<file path="src/rtl/sb_pkg.sv">
// -----------------------------------------------------------------------------
// sb_pkg
// Shared definitions for the diff scoreboard:
//   state_e  - FSM state encoding (IDLE=0, WAIT=1, RUN=2, DONE=3)
//   SB_CNT_W - default width of the sample/error counters
//   sat_add  - saturating add helper, evaluated on 64-bit operands and
//              clamped to the all-ones value of a caller-supplied width
// -----------------------------------------------------------------------------
package sb_pkg;

  typedef enum logic [1:0] {
    IDLE = 2'd0,
    WAIT = 2'd1,
    RUN  = 2'd2,
    DONE = 2'd3
  } state_e;

  localparam int SB_CNT_W = 32;

  // Adds a + b and clamps the result to (2**w)-1. Callers zero-extend their
  // operands to 64 bits; widths above 64 are not supported.
  function automatic logic [63:0] sat_add(input logic [63:0] a,
                                          input logic [63:0] b,
                                          input int unsigned w);
    logic [64:0] sum;
    logic [63:0] max_v;
    max_v = (w >= 64) ? {64{1'b1}} : ((64'd1 << w) - 64'd1);
    sum   = {1'b0, a} + {1'b0, b};
    if (sum > {1'b0, max_v}) begin
      return max_v;
    end
    return sum[63:0];
  endfunction

endpackage

</file>
<file path="src/rtl/sat_counter.sv">
// -----------------------------------------------------------------------------
// sat_counter
// Registered accumulator that adds inc_val when inc_en is high and sticks at
// all-ones instead of wrapping.
// Ports:
//   clk     in   clock, posedge
//   reset   in   synchronous, active-low; clears q
//   clr     in   synchronous clear (takes priority over inc_en)
//   inc_en  in   accumulate inc_val this cycle
//   inc_val in   W-bit increment
//   q       out  W-bit count
// -----------------------------------------------------------------------------
module sat_counter
  import sb_pkg::*;
#(
  parameter int W = SB_CNT_W
) (
  input  logic         clk,
  input  logic         reset,
  input  logic         clr,
  input  logic         inc_en,
  input  logic [W-1:0] inc_val,
  output logic [W-1:0] q
);

  logic [W-1:0] q_q;
  logic [W-1:0] q_d;
  logic [63:0]  sum_ext;

  always_comb begin
    sum_ext = sat_add(64'(q_q), 64'(inc_val), W);
    q_d     = q_q;
    if (clr) begin
      q_d = '0;
    end else if (inc_en) begin
      q_d = sum_ext[W-1:0];
    end
  end

  always_ff @(posedge clk) begin
    if (!reset) begin
      q_q <= '0;
    end else begin
      q_q <= q_d;
    end
  end

  assign q = q_q;

endmodule

</file>
<file path="src/rtl/diff_scoreboard.sv">
// -----------------------------------------------------------------------------
// diff_scoreboard
// Consumes the arithmetic monitor's ready flag and XOR diff word, and keeps
// run control, sample/error counts, first-failure capture, a sticky OR mask of
// failing bits and an optional automatic halt at an error threshold.
//
// Optional build macro: DIFF_SCOREBOARD_BITCNT_EN adds o_bit_err_cnt, a
// saturating accumulation of the popcount of every valid diff word.
//
// Ports:
//   clk           in   clock, posedge
//   reset         in   synchronous, active-low
//   i_start       in   pulse, arms a new run (IDLE/DONE -> WAIT, clears results)
//   i_stop        in   pulse, ends the current run
//   i_mon_ready   in   monitor ready flag
//   i_diff        in   WIDTH-bit XOR diff, nonzero = mismatch
//   o_state       out  FSM state (IDLE=0, WAIT=1, RUN=2, DONE=3)
//   o_sample_cnt  out  valid samples this run (saturating)
//   o_err_cnt     out  samples with nonzero diff (saturating)
//   o_err_flag    out  sticky, first error seen
//   o_first_diff  out  diff word of the first error
//   o_first_idx   out  sample count at the first error
//   o_bit_mask    out  sticky OR of all diff words
//   o_ready_lost  out  sticky, ready dropped while in RUN
//   o_bit_err_cnt out  (macro only) accumulated popcount of diffs
// -----------------------------------------------------------------------------
module diff_scoreboard
  import sb_pkg::*;
#(
  parameter int WIDTH      = 32,
  parameter int CNT_W      = SB_CNT_W,
  parameter int STOP_AFTER = 0
) (
  input  logic             clk,
  input  logic             reset,
  input  logic             i_start,
  input  logic             i_stop,
  input  logic             i_mon_ready,
  input  logic [WIDTH-1:0] i_diff,
  output logic [1:0]       o_state,
  output logic [CNT_W-1:0] o_sample_cnt,
  output logic [CNT_W-1:0] o_err_cnt,
  output logic             o_err_flag,
  output logic [WIDTH-1:0] o_first_diff,
  output logic [CNT_W-1:0] o_first_idx,
  output logic [WIDTH-1:0] o_bit_mask,
  output logic             o_ready_lost
`ifdef DIFF_SCOREBOARD_BITCNT_EN
  ,
  output logic [CNT_W-1:0] o_bit_err_cnt
`endif
);

  state_e           state_q, state_d;
  logic             valid;
  logic             diff_nz;
  logic             arm;
  logic             thr_hit;
  logic [CNT_W-1:0] sample_cnt;
  logic [CNT_W-1:0] err_cnt;

  logic             err_flag_q,   err_flag_d;
  logic [WIDTH-1:0] first_diff_q, first_diff_d;
  logic [CNT_W-1:0] first_idx_q,  first_idx_d;
  logic [WIDTH-1:0] bit_mask_q,   bit_mask_d;
  logic             ready_lost_q, ready_lost_d;

  assign valid   = (state_q == RUN) && i_mon_ready;
  assign diff_nz = |i_diff;
  // Entering WAIT from IDLE/DONE is the single point where results are cleared.
  assign arm     = ((state_q == IDLE) || (state_q == DONE)) && i_start;
  // The comparison is done in 64 bits so a threshold above the counter's
  // saturation value simply never fires instead of aliasing after truncation.
  assign thr_hit = (STOP_AFTER != 0) && valid && diff_nz &&
                   ((64'(err_cnt) + 64'd1) == 64'(STOP_AFTER));

  always_comb begin
    state_d = state_q;
    case (state_q)
      IDLE: if (i_start) state_d = WAIT;
      WAIT: begin
        if (i_stop) begin
          state_d = DONE;
        end else if (i_mon_ready) begin
          state_d = RUN;
        end
      end
      RUN:  if (i_stop || thr_hit) state_d = DONE;
      DONE: if (i_start) state_d = WAIT;
      default: state_d = IDLE;
    endcase
  end

  always_comb begin
    err_flag_d   = err_flag_q;
    first_diff_d = first_diff_q;
    first_idx_d  = first_idx_q;
    bit_mask_d   = bit_mask_q;
    ready_lost_d = ready_lost_q;
    if (arm) begin
      err_flag_d   = 1'b0;
      first_diff_d = '0;
      first_idx_d  = '0;
      bit_mask_d   = '0;
      ready_lost_d = 1'b0;
    end else begin
      if ((state_q == RUN) && !i_mon_ready) begin
        ready_lost_d = 1'b1;
      end
      if (valid && diff_nz) begin
        bit_mask_d = bit_mask_q | i_diff;
        if (!err_flag_q) begin
          err_flag_d   = 1'b1;
          first_diff_d = i_diff;
          // Pre-increment count; still the saturated value once saturated.
          first_idx_d  = sample_cnt;
        end
      end
    end
  end

  // Register stage: every result reflects the sample presented one cycle ago
  always_ff @(posedge clk) begin
    if (!reset) begin
      state_q      <= IDLE;
      err_flag_q   <= 1'b0;
      first_diff_q <= '0;
      first_idx_q  <= '0;
      bit_mask_q   <= '0;
      ready_lost_q <= 1'b0;
    end else begin
      state_q      <= state_d;
      err_flag_q   <= err_flag_d;
      first_diff_q <= first_diff_d;
      first_idx_q  <= first_idx_d;
      bit_mask_q   <= bit_mask_d;
      ready_lost_q <= ready_lost_d;
    end
  end

  sat_counter #(.W(CNT_W)) u_sample_cnt (
    .clk     (clk),
    .reset   (reset),
    .clr     (arm),
    .inc_en  (valid),
    .inc_val (CNT_W'(1)),
    .q       (sample_cnt)
  );

  sat_counter #(.W(CNT_W)) u_err_cnt (
    .clk     (clk),
    .reset   (reset),
    .clr     (arm),
    .inc_en  (valid && diff_nz),
    .inc_val (CNT_W'(1)),
    .q       (err_cnt)
  );

`ifdef DIFF_SCOREBOARD_BITCNT_EN
  logic [CNT_W-1:0] diff_pop;
  assign diff_pop = CNT_W'($countones(i_diff));

  sat_counter #(.W(CNT_W)) u_bit_err_cnt (
    .clk     (clk),
    .reset   (reset),
    .clr     (arm),
    .inc_en  (valid),
    .inc_val (diff_pop),
    .q       (o_bit_err_cnt)
  );
`endif

  assign o_state      = state_q;
  assign o_sample_cnt = sample_cnt;
  assign o_err_cnt    = err_cnt;
  assign o_err_flag   = err_flag_q;
  assign o_first_diff = first_diff_q;
  assign o_first_idx  = first_idx_q;
  assign o_bit_mask   = bit_mask_q;
  assign o_ready_lost = ready_lost_q;

endmodule

</file>
<file path="config.mk">
export PLATFORM = sky130hd
export DESIGN_NAME = diff_scoreboard
export DESIGN_NICKNAME = d
export VERILOG_FILES = /design/src/rtl/sb_pkg.sv /design/src/rtl/sat_counter.sv /design/src/rtl/diff_scoreboard.sv
export SDC_FILE = /design/constraint.sdc
export NUM_CORES = 1
export LEC_CHECK = 0
export CORE_ASPECT_RATIO = 0.6
export CORE_UTILIZATION = 44
export DETAILED_ROUTE_END_ITERATION = 8
export HOLD_SLACK_MARGIN = 0.08
export PLACE_DENSITY = 0.82
export SYNTH_ARGS = -nofsm -noshare
export SYNTH_HDL_FRONTEND = slang
export SYNTH_SLANG_ARGS = --single-unit
</file>
<file path="constraint.sdc">
create_clock -name clk -period 2.45 [get_ports clk]
set_clock_uncertainty 0.05 [all_clocks]
set_input_delay 0.245 -clock clk [delete_from_list [all_inputs] [get_ports clk]]
set_output_delay 0.245 -clock clk [all_outputs]
set_load 0.05 [all_outputs]
</file>
; ---- After elaboration in Yosys (flattened, before gate mapping)
; Index checks and enable logic that the tools add are counted.
[op_classes]
n_eq_ne = 6
n_lt_le_gt_ge = 2
n_mux = 11
addsub = 2
bitwise = 3
n_reduce_logical = 12
[ops]
columns = operator, count
row1 = $mux 32, 4
row2 = $add 32x1->33 const B, 2
row3 = $gt 33x32->1 const B, 2
row4 = $or 32x32->32, 1
row5 = $reduce_or 32->1, 1
row6 = $mux 2, 4
row7 = $pmux 2 s3, 1
row8 = $eq 2x2->1 const B, 2
row9 = $logic_and 1x1->1, 4
row10 = $reduce_or 2->1, 2
row11 = $ne 3x3->1 const B, 1
row12 = $reduce_and 3->1, 1
row13 = $eq 2x1->1 const B, 1
row14 = $logic_not 2->1, 1
row15 = $mux 1, 2
row16 = $ne 2x1->1 const B, 1
row17 = $ne 2x2->1 const B, 1
row18 = $not 1->1, 2
row19 = $reduce_and 2->1, 1
row20 = $logic_not 1->1, 1
row21 = $logic_or 1x1->1, 1
[word_totals]
ff_bits = 164
output_inout_bits = 164
elab_cells = 44
in_bits = 37

; ---- Longest topological paths before layout
; Gate-level depths: netlist (run 1).
[logic_depth]
ltp_word = 4
ltp_mapped = 14
ltp_nobuf = 10

; ---- Cells and area by module
; Synthesis (run 1) repeated with hierarchy kept, for this count alone.
[unflattened]
hier_cells = 1070
area_unflattened_um2 = 9282.7
[by_module_without_submodules]
columns = module, cells_per_inst, instances, area_per_inst_um2, seq_area_each_um2
row1 = sat_counter, 324, 2, 2692.6, 640.6
row2 = diff_scoreboard, 422, 1, 3897.5, 2001.9

; ---- Worst setup path after synthesis (run 1)
; Ideal clock, no wire load.
[synth_timing]
path_kind = reg-to-reg
from = register u_err_cnt.q_q[0], in the netlist u_err_cnt.q[0]
to = register u_err_cnt.q_q[13], in the netlist u_err_cnt.q[13]
slack_ns = -0.642
required_ns = 2.322
synth_period_minus_slack_ns = 3.092
path_buffers = 5
arrival_ns = 2.964
path_stages_with_launch = 15
path_cell_list = dfxtp_1 -> ha_1 -> buf_2 -> and4_1 -> buf_2 -> and3_1 -> clkbuf_1 -> nand4_1 -> or2_2 -> clkbuf_1 -> and2_1 -> buf_2 -> nand3_1 -> o21ai_0 -> nor3_1
[synth_via]
elab_chain_cells = 4
[synth_lines]
columns = element, line
row1 = "start, declared", sat_counter.sv:26  ; logic [W-1:0] q_q;
row2 = "start signal, assigned", sat_counter.sv:44  ; q_q <= q_d;
row3 = $add 32x1->33 (*), sb_pkg.sv:28  ; sum = {1'b0, a} + {1'b0, b};
row4 = $gt 33x32->1, sb_pkg.sv:29  ; if (sum > {1'b0, max_v}) begin
row5 = $mux 1, sb_pkg.sv:29
row6 = $mux 32 (*), sb_pkg.sv:32  ; return sum[63:0];
; Mark *: on every way between the ends. The rest lies on a longest branch, timed or not.
; A chain may end at the register's enable or synchronous reset.

; ---- Final worst setup path (run 1)
[layout_timing]
from = register u_sample_cnt.q_q[0], in the netlist u_sample_cnt.q[0]
to = register u_sample_cnt.q_q[15], in the netlist u_sample_cnt.q[15]
[layout_via]
elab_chain_cells = 4
[layout_lines]
columns = element, line
row1 = "start, declared", sat_counter.sv:26
row2 = "start signal, assigned", sat_counter.sv:44
row3 = $add 32x1->33 (*), sb_pkg.sv:28
row4 = $gt 33x32->1, sb_pkg.sv:29
row5 = $mux 1, sb_pkg.sv:29
row6 = $mux 32 (*), sb_pkg.sv:32
; Marked as above.

==> results of run 1 <==
==> per-stage QoR <==
stage	utilization	setup TNS [ps]
final	0.722	-1150
after global routing	0.722	-2210
after CTS	0.702	-15.4
after detailed placement	0.661	-5800
after global placement	0.661	-6990
after floorplan	-	-270
==> flip-flops by register name, summed over array words and instances, names as in the netlist <==
signal and count:
o_bit_mask 32, o_err_flag 1, o_first_diff 32, o_first_idx 32, o_ready_lost 1, o_state 2
u_err_cnt.q 32, u_sample_cnt.q 32
==> power by group through the flow <==
stage	combinational (W)	clock [W]	sequential (W)
floorplan	0.000854	0	0.00367
global placement	0.00233	0	0.00306
detailed placement	0.00235	0	0.00306
CTS	0.00238	0.00272	0.00301
global route	0.00258	0.00283	0.00304
finish	0.00245	0.00266	0.00302
==> final timing paths <==
path                                         from            endpoint
worst min register to register     o_bit_mask[30]      o_bit_mask[30]
worst max-delay path            u_sample_cnt.q[0]  u_sample_cnt.q[15]
worst min-delay path               o_bit_mask[30]      o_bit_mask[30]
worst max register to register  u_sample_cnt.q[0]  u_sample_cnt.q[15]
==> logic make-up after synthesis <==
group	Yosys count	synth area share
AOI/OAI and AO/OA	196	0.160
xor gates and xnor gates	19	0.0230
DFF	164	0.435
and+or+nand+nor	378	0.251
adders and majority gates	6	0.00994
muxes	60	0.0795
buffers and inverters	77	0.0416
==> final cells by class <==
cell class | instances | area share
Clock buffer | 18 | 0.0369
Clock inverter | 14 | 0.0127
Inverter | 17 | 0.00536
Multi-Input combinational cell | 661 | 0.368
Sequential cell | 164 | 0.284
Tap cell | 228 | 0.0240
Timing Repair Buffer | 346 | 0.269
==> per-layer routing <==
metal  track usage  up-vias  routed length [um]
li1              -     3851                   -
met1         0.420     3908               11900
met2         0.416      421               11200
met3        0.0837       39                2890
met4        0.0631        0                 361
met5             0        -                   0
==> what timing repair did <==
item	in CTS	in global routing
gates cloned	1	1
endpoints found under the hold margin	0	0
setup endpoints to repair	15	26
pin swaps	9	37
resized for setup	17	39
buffers inserted	0	14
==> critical path, stage by stage, from the launching register on <==
cell      delay, ps
dfxtp_4         380
ha_4            160
nand3_4         120
buf_12          150
nor4_4          280
buf_4           170
nand2_1          60
mux2i_1         230
nand4_1         210
nor4_4          210
buf_4           190
nor2_4           70
a311oi_2        220
==> cells in the mapped netlist (3+ instances only) <==
| master | n | area share |
|---|---|---|
| or3_1 | 3 | 0.0025 |
| nand4_1 | 17 | 0.014 |
| buf_1 | 6 | 0.0030 |
| nor4_4 | 3 | 0.0084 |
| a311oi_1 | 12 | 0.014 |
| nor2_1 | 162 | 0.080 |
| ha_1 | 6 | 0.0099 |
| o31ai_1 | 11 | 0.011 |
| nand2_1 | 48 | 0.024 |
| xnor2_1 | 13 | 0.015 |
| o21ai_0 | 41 | 0.027 |
| a31oi_1 | 13 | 0.011 |
| or2_2 | 6 | 0.0050 |
| inv_1 | 17 | 0.0084 |
| a41oi_1 | 4 | 0.0046 |
| nand3_1 | 40 | 0.026 |
| and2_1 | 10 | 0.0083 |
| nor2b_1 | 5 | 0.0041 |
| nor4_1 | 19 | 0.016 |
| a211oi_1 | 11 | 0.011 |
| xor2_1 | 5 | 0.0058 |
| and3_1 | 18 | 0.015 |
| nand2b_1 | 4 | 0.0033 |
| a21oi_1 | 80 | 0.053 |
| and4_1 | 7 | 0.0081 |
| nor3_1 | 18 | 0.012 |
| buf_2 | 16 | 0.011 |
| mux2i_1 | 60 | 0.079 |
| dfxtp_1 | 164 | 0.43 |
| clkbuf_1 | 36 | 0.018 |
| nand4b_1 | 4 | 0.0046 |
==> flow_summary_export.csv, run 1 <==
group,metric,value,unit
route,dr.pass1.iters,8,
power,irDropWorstVdd,0.496,mV
power,p_clk_frac,0.327,
power,p_int,0.00512,W
final_layout,multi_input_area,4380,um2
synthesis,synth_nets,943,
die,die_h,104,um
timing,final_max_slew_viol_count,0,
synthesis,synth-edff-count,0,
placed_design,pre_cts_ws,-125,ps
critical_path,cp_data_arrival_time,2880,ps
power,seq_power_share,0.371,
final_layout,final_nets,1250,
synthesis,yosysSeqAreaShare,0.435,
synthesis,synth_cell_types,63,
synthesis,synth-main-ff-cell,"dfxtp_1",
critical_path,rr_worst_depth,12,
final_layout,diodes,0,
placed_design,io_buffers,200,
final_layout,nFillCells,1230,
timing,worst_slack,-173,ps
timing,finalSetupViolations,10,
min_path,hp-class,"reg -> reg",
placed_design,place_congestion,0.956,
timing,slew_headroom,0.621,
route,drcViolationCount,0,
final_layout,syn_to_final_growth,57.6,%
final_layout,instances_no_fill,1448,
synthesis,syn_inst,900,
power,power_density,683,nW/um2
die,dieArea,17700,um2
synthesis,syn_avg_cell_area,8.39,um2
timing,timing.fmax,0.381,GHz
clock_tree,clock_sinks,164,
critical_path,worst-setup-path-type,"reg -> reg",
route,wl_per_cell,18.2,um
status,violations,"setup timing",
clock_tree,cts.htree.levels,4,
synthesis,synthArstFlopShare,0,
global_route,grt_pass1_wl,40500,um
die,ios,201,
route,drt_iter0_drc,860,
critical_path,rrSetupSlack,-170,ps
global_route,grt_max_degree,39,
final_layout,drive_above_1_share,0.250,
critical_path,start_kind,"flop",
route,num_vias,8219,
timing,post-route-min-period,2620,ps
placed_design,dp_hpwl,18700,um
global_route,grt_overflow,0,
final_layout,final_common_cell,"clkdlybuf4s50_1",
clock_tree,numCtsBuffers,17,
critical_path,crit_required,2710,ps
clock_tree,cts_root_buffer,"clkbuf_16",
status,status,"complete, but fails checks",
timing,min_period_over_period,1.07,
route,drtAntennaViolNets,0,
timing,rsz0062_at_grt,"true",
final_layout,regArea,3380,um2
timing,hold_slack,421,ps
clock_tree,clkSlewWorstSetupHoldPaths,80,ps
route,wirelength,26400,um
power,switchingPower,0.00301,W
power,leakagePower,4.82,nW
clock_tree,cts_tree,"yes",
placed_design,placedInstanceArea,10900,um2
timing,worstMarginPinSlew,563,ps
timing,hold_violations,0,
global_route,grt_pass1_vias,7619,
global_route,track_usage,0.288,
die,die_x,171,um
synthesis,ys_ff_latch,164,
min_path,whs_path_depth,2,
critical_path,worstPathMaxFanout,7,
clock_tree,hold_buffers,0,
die,coreArea,16500,um2
power,p_comb_frac,0.301,
final_layout,mostFrequentLayoutCells,"200 x clkdlybuf4s50_1, 159 x nor2_1, 134 x buf_4, 118 x dfxtp_1, 77 x a21oi_1",
synthesis,yosysWarnings,0,
global_route,antenna_found_initial,0,
clock_tree,clock_latency,410,ps
final_layout,design_area,11900,um2
die,initial_core_util,0.458,
critical_path,endpoint_kind,"flop",
placed_design,placedCellCount,1400,
synthesis,synth_area,7550,um2
power,swShare,0.370,
clock_tree,cts.path.max_buffers,2,
power,total_power,0.00813,W
route,via_per_inst,5.68,
die,rows,36,
job,max-cap-violations,0,
Note: power is estimated with default switching activity, not from simulation.
==> inputs of run 2 (changes only) <==
CORE_ASPECT_RATIO = unset   (was 0.6)
==> flow_summary_export.csv, run 2 (same netlist as run 1, synthesis figures left out) <==
group,metric,value,unit
power,irDropWorstVdd,0.497,mV
critical_path,rr_worst_depth,13,
clock_tree,cts.htree.levels,4,
timing,hold_violations,0,
placed_design,placedInstanceArea,11200,um2
die,ios,201,
final_layout,design_area,12200,um2
critical_path,path_common_cell,"buf_6",
die,die_h,133,um
timing,timing.fmax,0.401,GHz
clock_tree,cts_root_buffer,"clkbuf_16",
status,violations,"setup timing",
final_layout,final_nets,1287,
placed_design,dp_hpwl,18700,um
timing,rsz0062_at_grt,"true",
route,wirelength,26400,um
die,initial_core_util,0.452,
route,met1_length,10500,um
final_layout,final_common_cell,"clkdlybuf4s50_1",
critical_path,worstPathMaxFanout,6,
route,met3_length,2430,um
clock_tree,clkSlewWorstSetupHoldPaths,70,ps
clock_tree,clock_sinks,164,
global_route,grt_max_degree,52,
critical_path,crit_path_end,"u_sample_cnt.q[17]",
clock_tree,hold_buffers,0,
die,coreArea,16700,um2
route,drtAntennaViolNets,0,
route,via_per_inst,5.66,
timing,min_period_over_period,1.02,
final_layout,mostFrequentLayoutCells,"200 x clkdlybuf4s50_1, 172 x buf_4, 159 x nor2_1, 118 x dfxtp_1, 77 x a21oi_1",
clock_tree,clock_latency,430,ps
timing,finalSetupViolations,3,
final_layout,diodes,0,
global_route,antenna_found_initial,0,
route,num_vias,8357,
route,drt_iter0_drc,751,
clock_tree,cts_tree,"yes",
critical_path,start_kind,"flop",
die,dieArea,17700,um2
timing,slew_headroom,0.607,
route,wl_per_cell,17.9,um
job,max-cap-violations,0,
power,leakagePower,5.02,nW
die,rows,47,
critical_path,rrSetupSlack,-50,ps
timing,post-route-min-period,2500,ps
placed_design,io_buffers,200,
power,power_density,679,nW/um2
critical_path,path_cells,"nand4_4, buf_6, nor3_4, buf_6, o21ai_2, a22o_1, a21oi_2, nor4_4, buf_4, buf_4, buf_6, o41ai_2, a21oi_1",
timing,worstMarginPinSlew,587,ps
clock_tree,numCtsBuffers,17,
min_path,hp-class,"reg -> reg",
route,routed.top_layer,"met4",
critical_path,endpoint_kind,"flop",
critical_path,rr_startpoint,"u_sample_cnt.q[9]",
global_route,track_usage,0.292,
critical_path,cp_data_arrival_time,2750,ps
global_route,grt_overflow,0,
critical_path,crit_required,2710,ps
placed_design,pre_cts_ws,-186,ps
global_route,grt_pass1_wl,41000,um
critical_path,cp_slowest_stage_delay,360,ps
route,drcViolationCount,0,
status,status,"complete, but fails checks",
timing,worst_slack,-45.7,ps
clock_tree,cts.path.max_buffers,2,
timing,final_max_slew_viol_count,0,
placed_design,place_congestion,0.945,
global_route,grt_pass1_vias,8136,
critical_path,slowest_stage,"dfxtp_4",
route,dr.pass1.iters,5,
final_layout,drive_above_1_share,0.270,
critical_path,worst-setup-path-type,"reg -> reg",
die,die_x,133,um
critical_path,critPathLaunch,"u_sample_cnt.q[9]",
final_layout,syn_to_final_growth,61.1,%
final_layout,nFillCells,1260,
route,wl_met2,12500,um
critical_path,worstReg2RegEnd,"u_sample_cnt.q[17]",
run 2: changes by cell type in the layout (fill, tap and decap cells not counted), sizes merged:
cell / change
buf: +38
bufinv: +1
clkbuf: -1
clkinv: +2
inv: -2
nor2: -1
run 2: worst min-delay path by stage:
stage	startpoint	cells after the start	end
floorplan	reset	1	o_state[1]
global placement	o_bit_mask[2]	2	o_bit_mask[2]
detailed placement	o_bit_mask[5]	2	o_bit_mask[5]
CTS	i_diff[11]	3	o_bit_mask[11]
global route	o_bit_mask[17]	2	o_bit_mask[17]
finish	o_bit_mask[5]	2	o_bit_mask[5]
run 2: layer usage:
| metal | GRT usage | vias to the layer above |
|---|---|---|
| li1 | - | 3927 |
| met1 | 0.348 | 3947 |
| met2 | 0.489 | 400 |
| met3 | 0.0797 | 83 |
| met4 | 0.129 | 0 |
| met5 | 0 | - |
run 2: critical path: cells and delay by family (launching register included):
family,cells,cell delay (ps)
compound gates,5,780
buf+inv,5,710
flops,1,360
simple gates,3,480
run 2: cell type report:
| class | count | area (um2) | area share |
|---|---|---|---|
| Inverter | 17 | 63.8 | 0.00524 |
| Multi-Input combinational cell | 660 | 4350 | 0.357 |
| Clock inverter | 15 | 184 | 0.0151 |
| Sequential cell | 164 | 3380 | 0.278 |
| Timing Repair Buffer | 384 | 3490 | 0.287 |
| Clock buffer | 17 | 425 | 0.0350 |
| Tap cell | 220 | 275 | 0.0226 |
run 2: where the power goes:
part	internal [W]	switching [W]	total, W
registers	0.00286	0.000146	0.00300
logic	0.000927	0.00159	0.00252
clock network	0.00147	0.00127	0.00274
total	0.00525	0.00301	0.00827
run 2: timing repair:
item | CTS | global route
endpoints found under the setup margin | 12 | 25
cloned | 0 | 1
setup buffers | 4 | 14
pin swaps | 13 | 24
resized for setup | 19 | 36
run 2: stage by stage:
step           std cells  utilization  setup TNS, ps  hold slack [ps]  total power, W
3_5_place_dp        1427        0.669          -1200              403         0.00548
3_3_place_gp        1427        0.669          -30.0              396         0.00543
5_1_grt             1477        0.729           -498              441         0.00858
6_report            1477        0.729          -92.1              415         0.00827
4_1_cts             1463        0.713              0              419         0.00824
2_1_floorplan        900            -           -270              317         0.00453
